`config.mk`:
```
export PLATFORM = sky130hd
export DESIGN_NAME = reaction_timer_core
export DESIGN_NICKNAME = d
export VERILOG_FILES = /design/src/rtl/reaction_timer_core.sv
export SDC_FILE = /design/constraint.sdc
export NUM_CORES = 1
export LEC_CHECK = 0
export ABC_AREA = 0
export BUFFER_PORTS_ARGS = -buffer_cell sky130_fd_sc_hd__buf_2
export CORE_ASPECT_RATIO = 0.7
export CORE_MARGIN = 2
export CORE_UTILIZATION = 40
export CTS_CLUSTER_SIZE = 14
export DETAILED_ROUTE_END_ITERATION = 8
export PLACE_DENSITY = 0.59
export SLEW_MARGIN = 0
export SYNTH_ARGS = -nofsm -noshare
export SYNTH_HDL_FRONTEND = slang
export SYNTH_SLANG_ARGS = --single-unit
```
`constraint.sdc`:
```
create_clock -name clk -period 3.3 [get_ports clk]
set_input_delay 0.165 -clock clk [delete_from_list [all_inputs] [get_ports clk]]
set_output_delay 0.165 -clock clk [all_outputs]
set_load 0.03 [all_outputs]
```
`src/rtl/reaction_timer_core.sv`:
```
// reaction_timer_core: millisecond prescaler, random-delay / reaction-time counter and random LED picker.
// Define REACTION_TIMER_SATURATE_EN to saturate the up-count at MAX_MS with a sticky overflow flag.
module reaction_timer_core #(
  parameter int CLKS_PER_MS  = 50000,
  parameter int MAX_MS       = 2047,
  parameter int LED_NUM      = 17,
  parameter int MIN_DELAY_MS = 500,
  localparam int W = $clog2(MAX_MS),
  localparam int L = $clog2(LED_NUM)
) (
  input  logic         clk,
  input  logic         rst,
  input  logic         timer_reset,
  input  logic         up,
  input  logic         enable,
  output logic [W-1:0] timer_value,
  output logic [L-1:0] random_value,
  output logic         ms_tick,
  output logic         overflow
);

  localparam int              PW         = (CLKS_PER_MS > 1) ? $clog2(CLKS_PER_MS) : 1;
  localparam logic [15:0]     LFSR_SEED  = 16'hACE1;
  localparam logic [15:0]     LFSR_TAPS  = 16'hB400;
  localparam logic [PW-1:0]   PRESC_LAST = PW'(CLKS_PER_MS - 1);
  localparam logic [W-1:0]    TV_MAX     = W'(MAX_MS);

  logic [15:0]   lfsr;
  logic [PW-1:0] presc;
  logic          presc_wrap;
  logic          at_max;
  logic [W-1:0]  tv_count;

  // Galois step for x^16+x^14+x^13+x^11+1; a stuck all-zero state is kicked back to the seed.
  function automatic logic [15:0] lfsr_next(input logic [15:0] s);
    if (s == 16'h0000) return LFSR_SEED;
    return s[0] ? ((s >> 1) ^ LFSR_TAPS) : (s >> 1);
  endfunction

  function automatic logic [W-1:0] delay_load(input logic [9:0] r);
    logic [31:0] d;
    d = 32'(MIN_DELAY_MS) + 32'(r);
    if (d > 32'(MAX_MS)) d = 32'(MAX_MS);
    return W'(d);
  endfunction

  // One conditional subtract suffices because 2^L < 2*LED_NUM.
  function automatic logic [L-1:0] led_pick(input logic [L-1:0] r);
    if (32'(r) >= LED_NUM) return r - L'(LED_NUM);
    return r;
  endfunction

  always_comb begin
    presc_wrap = enable && !timer_reset && (presc == PRESC_LAST);
    at_max     = (timer_value == TV_MAX);
    tv_count   = timer_value;
    if (up) begin
      if (timer_value != '0) tv_count = timer_value - W'(1);
    end else if (!at_max) begin
      tv_count = timer_value + W'(1);
    end else begin
`ifdef REACTION_TIMER_SATURATE_EN
      tv_count = TV_MAX;
`else
      tv_count = '0;
`endif
    end
  end

  always_ff @(posedge clk or posedge rst) begin
    if (rst) begin
      lfsr         <= LFSR_SEED;
      presc        <= '0;
      ms_tick      <= 1'b0;
      timer_value  <= '0;
      random_value <= '0;
    end else begin
      lfsr    <= lfsr_next(lfsr);
      ms_tick <= presc_wrap;
      if (timer_reset) begin
        presc <= '0;
        if (up) begin
          timer_value  <= delay_load(lfsr[9:0]);
          random_value <= led_pick(lfsr[15 -: L]);
        end else begin
          timer_value <= '0;
        end
      end else if (enable) begin
        if (presc_wrap) begin
          presc       <= '0;
          timer_value <= tv_count;
        end else begin
          presc <= presc + PW'(1);
        end
      end
    end
  end

`ifdef REACTION_TIMER_SATURATE_EN
  logic ovf_q;

  always_ff @(posedge clk or posedge rst) begin
    if (rst) begin
      ovf_q <= 1'b0;
    end else if (timer_reset) begin
      ovf_q <= 1'b0;
    end else if (presc_wrap && !up && at_max) begin
      ovf_q <= 1'b1;
    end
  end

  assign overflow = ovf_q;
`else
  assign overflow = 1'b0;
`endif

endmodule
```
======== After elaboration in Yosys (flattened, before gate mapping) ========
Cells that the tools add are included.
Widths: inputs -> output; s select.
storage, ports and cells
  memories ................................ 0
  bits in writable memories ............... 0
  latch bits .............................. 0
  bits in read-only memories .............. 0
  input bits .............................. 5
  output and inout bits ................... 18
  word-level logic and storage cells ...... 45
  flip-flop bits (word level) ............. 49
operators by class
  muxes and demuxes ....................... 20
  add/sub/neg operators ................... 5
  div/mod/pow operators ................... 0
  multipliers ............................. 0
  magnitude comparators ................... 2
  shift operators ......................... 0
  bitwise operators ....................... 1
  reduce and logical (&&, ||, !) cells .... 9
  eq/ne operators ......................... 3
operators with widths
  operator               count
  $mux 16                6
  $mux 11                8
  $add 16x1->16 const B  1
  $eq 16x16->1 const B   1
  $logic_not 16->1       1
  $add 11x1->11 const B  1
  $add 9x10->11 const A  1
  $eq 11x11->1 const B   1
  $gt 11x11->1 const B   1
  $reduce_bool 11->1     1
  $sub 11x1->11 const B  1
  $mux 5                 2
  $ge 5x5->1 const B     1
  $sub 5x5->5 const B    1
  $mux 1                 4
  $not 3->4              1
  $reduce_bool 2->1      2
  $ne 3x2->1 const B     1
  $reduce_and 3->1       1
  $logic_and 1x1->1      2
  $reduce_and 2->1       1
  $logic_not 1->1        1

======== Longest topological paths before layout ========
  word-level depth ........................ 6
  depth in mapped cells ................... 8
  gate-level depth less buffers ........... 7

======== Worst setup path before layout ========
OpenSTA, ideal clock, no wires.
  path kind ............................... register to register
  start ................................... register timer_value[0]
  end ..................................... register timer_value[2]
  required time ........................... 3.176 ns
  path buffers ............................ 0
  arrival ................................. 1.883 ns
  cell stages (with the launch flop) ...... 6
  setup slack ............................. 1.293 ns
  setup time .............................. 0.124 ns
  cell sequence ........................... dfrtp_1 ha_1 nand3_1 o41ai_1 nor3b_1 o31a_1
on the way
  longest elaborated chain between the ends .. 6
  elaborated cells on any way between the ends .. 12
  classes of those cells .................. add/sub: 2; eq/ne: 2; mux: 6; reduce/logical: 2
ends and longest elaborated chain
  what                                         RTL line  source
  from (decl)                                  16        output logic [W-1:0] timer_value,
  from (signal assigned)                       83        timer_value <= delay_load(lfsr[9:0]);
  from (signal assigned)                       91        timer_value <= tv_count;
  $add 11x1->11, or another cell as far along  60        tv_count = timer_value + W'(1);
  $mux 11 (on tied branches)                   59, 58
  $mux 11                                      57        if (up) begin
  $mux 11                                      89        if (presc_wrap) begin
  $mux 11                                      88        end else if (enable) begin
  $mux 11                                      80        if (timer_reset) begin
Parallel ways exist; a longest one is shown, timed or not. The select of a mux whose other input is x is not followed.
A chain may end at the register's enable or synchronous reset.

======== Worst setup path in the final report ========
  start ................................... register timer_value[4]
  end ..................................... register timer_value[9]
The elaborated chain is that of the path after synthesis.

==> results.sh <==
export IMPL_final_antenna_net_count=0
export IMPL_maxClockFrequency_mhz=422
export IMPL_power_static_leakage_nw=1.25
export IMPL_largest_net_degree_at_the_start_of_global_routing=27
export IMPL_routed_via_density=5.54
export IMPL_routabilityCongestion=0.906
export IMPL_postSynth_asyncResetShare=1.00
export IMPL_m1WireLength_mm=3.58
export IMPL_timing_max_transition_violations_final=0
export IMPL_post_syn_area_per_cell_sq_um=9.06
export IMPL_critical_path_peak_fanout=19
export IMPL_place_area_sq_mm=0.00300
export IMPL_routedWlPerCell_um=15.4
export IMPL_crit_required_ns=3.52
export IMPL_fin_area_sq_mm=0.00312
export IMPL_timing_final_crit_share=0.718
export IMPL_synth_mux_area_frac=0.00393
export IMPL_vdd_ir_drop_max_v=0.000172
export IMPL_post_synth_top_area_fraction=0.358
export IMPL_synth_net_count=329
export IMPL_setup_tns_ns=0
export IMPL_critPathArrivalTime_ns=2.59
export IMPL_synth_compound_gate_area_share=0.185
export IMPL_dr_first_iter_drc_count=150
export IMPL_cts_num_sinks=49
export IMPL_worst_slack_ns=0.930
export IMPL_max_clock_path_buffers=2
export IMPL_fin_cells=421
export IMPL_route_detailed_drc=0
export IMPL_cts_htree_levels=2
export IMPL_cts_tree="done"
export IMPL_global_route_overflow_total=0
export IMPL_dominant_combinational_cell_family_by_area_after_synthesis="simple AND/OR/NAND/NOR gates"
export IMPL_worstSetupStartpointType="flop"
export IMPL_top_layer="met4"
export IMPL_antenna_found_initial=0
export IMPL_timing_worst_setup_path_type="reg2reg"
export IMPL_synth_commonest_cells="41 x sky130_fd_sc_hd__dfrtp_1, 29 x sky130_fd_sc_hd__nor2_1, 28 x sky130_fd_sc_hd__nand2_1, 17 x sky130_fd_sc_hd__a21oi_1, 16 x sky130_fd_sc_hd__o21ai_0"
export IMPL_post_route_util=0.456
export IMPL_synth_adder_area_share=0.0350
export IMPL_synth_largest_area_cell="sky130_fd_sc_hd__dfrtp_1"
export IMPL_whs_ns=0.242
export IMPL_global_route_usage_over_all_layers=0.184
export IMPL_yosys_area_share_simple=0.228
export IMPL_floorplan_rows=25
export IMPL_yosys_warnings=0
export IMPL_chipHeight_um=74.8
export IMPL_rsz_0062_raised_after_global_routing="no"
export IMPL_finalHoldViolations=0
export IMPL_via_count=2331
export IMPL_synth_sequential_area_ratio=0.432
export IMPL_post_synth_top_count_cell="sky130_fd_sc_hd__dfrtp_1"
export IMPL_max_cap_violations=0
export IMPL_nNetsFinal=339
export IMPL_totalPowerFinal_mw=1.32
export IMPL_ctsRootBufferMaster="sky130_fd_sc_hd__clkbuf_8"
export IMPL_grt_pass1_wl_mm=11.4
export IMPL_synth_edff_count=0
export IMPL_worst_skew_pair_latency_ns=0.30
export IMPL_synth_seq_cells=49
export IMPL_syn2layout_area_growth_pct=9.00
export IMPL_preCtsSetupSlack_ns=0.972
export IMPL_final_period_minus_worst_setup_slack_ns=2.37
export IMPL_synthesis_area_sq_mm=0.00286
export IMPL_clk_pin_slew_worst_paths_ns=0.10
export IMPL_synthesis_instances=316
export IMPL_synth_xor_xnor_area_share=0.0642
export IMPL_floorplan_core_area_sq_mm=0.00685
export IMPL_timing_slew_headroom=0.421
export IMPL_numCtsBuffers=5
export IMPL_place_detailed_instances=412
export IMPL_grt_pass1_vias=2253
export IMPL_initial_utilization=0.418
export IMPL_synth_top_flop_cell="sky130_fd_sc_hd__dfrtp_1"
export IMPL_dieArea_sq_mm=0.00786
export IMPL_setup_viol=0
export IMPL_num_antenna_cells=0
export IMPL_filler_cell_count=673
export IMPL_worst_slew_pin_slew_ns=0.857
export IMPL_hold_path_class="in2reg"
export IMPL_wl_met3_um=346
export IMPL_io_buffer_count=21
export IMPL_met2_wirelength_mm=2.49
export IMPL_num_io_pins=23
export IMPL_layout_skew_ns=0.00778
export IMPL_fp_dieW_um=105
export IMPL_synth_top_cells_by_area="sky130_fd_sc_hd__dfrtp_1 36%, sky130_fd_sc_hd__dfstp_2 7.3%, sky130_fd_sc_hd__nor2_1 3.8%"
export IMPL_detailed_place_hpwl_mm=4.72
export IMPL_critPathCaptureType="flop"
export IMPL_netlist_cell_type_count=63
export IMPL_drt_first_pass_iters=4
export IMPL_drive_above_1_share=0.147
export IMPL_power_per_cell_area_mw_per_mm2=422
export IMPL_outcome="finished, final reports clean"
export IMPL_postRouteWirelength_mm=6.49
[registers in the layout, indices dropped and copies added, names as in the netlist]
register / count
lfsr: 16
ms_tick: 1
presc: 16
random_value: 5
timer_value: 11
[power breakdown]
part	switching [mW]	internal (mW)
clock	0.211	0.229
sequential	0.0460	0.623
combinational	0.140	0.0670
total	0.396	0.919
[worst max-delay path: stages (launching register included)]
cell	delay, ns
sky130_fd_sc_hd__dfrtp_1	0.53
sky130_fd_sc_hd__nor3b_1	0.43
sky130_fd_sc_hd__nand4_1	0.26
sky130_fd_sc_hd__a21oi_2	0.73
sky130_fd_sc_hd__a21oi_1	0.10
sky130_fd_sc_hd__a32oi_1	0.24
[kinds of logic (layout without fill, tap and decap cells)]
kind of cell	after synthesis	in the layout
AND/OR/NAND/NOR	123	123
AO/OA/AOI/OAI	79	79
flip-flops	49	49
buffers and inverters	34	45
XOR/XNOR	21	21
adder cells (fa/ha/maj)	8	8
other	1	1
multiplexers	1	1
[layout by cell type, fill, tap and decap left out, types with 7 or more instances in the layout]
cell type                 synthesis  routed
sky130_fd_sc_hd__nor4_1           8       8
sky130_fd_sc_hd__nand2_1         28      28
sky130_fd_sc_hd__buf_2            2      21
sky130_fd_sc_hd__nand4_1          7       7
sky130_fd_sc_hd__xnor2_1         11      11
sky130_fd_sc_hd__nor3_1           9       9
sky130_fd_sc_hd__dfrtp_1         41      41
sky130_fd_sc_hd__a21oi_1         17      17
sky130_fd_sc_hd__dfstp_2          8       8
sky130_fd_sc_hd__nor2_1          29      29
sky130_fd_sc_hd__inv_1           13      12
sky130_fd_sc_hd__xor2_1          10      10
sky130_fd_sc_hd__o21ai_0         16      16
sky130_fd_sc_hd__nand3_1          7       7
sky130_fd_sc_hd__ha_1             8       8
[layer usage]
layer,vias to the layer above,track usage
met5,-,0
met4,0,0.0504
met3,6,0.0407
met2,68,0.257
met1,1095,0.286
li1,1162,-
[timing repair]
| item | 4_1_cts | 5_1_grt |
|---|---|---|
| hold buffers | 1 | 0 |
| hold endpoints to repair | 25 | 0 |
| buffers inserted | 0 | 0 |
| resized for setup | 0 | 0 |
[final cells by class]
type                    instances  area, sq um  share of cell area
inverters                      14         52.6              0.0168
flip-flops and latches         49         1240               0.396
clock inverters                 2         38.8              0.0124
well taps                      94          118              0.0377
clock buffers                   6         72.6              0.0233
repair buffers                 23          123              0.0393
multi-input cells             233         1480               0.474
[worst paths after layout]
path,end,cells after the start,start,slack (ns)
worst max-delay path,timer_value[9],5,timer_value[4],0.93
worst min-delay path,presc[1],3,enable,0.24
worst max register to register,timer_value[9],5,timer_value[4],0.93
worst min register to register,lfsr[9],0,lfsr[10],0.41
max in group asynchronous,lfsr[0],4,rst,2.07
min in group asynchronous,presc[3],3,rst,0.46
(Power assumes the default switching activity.)
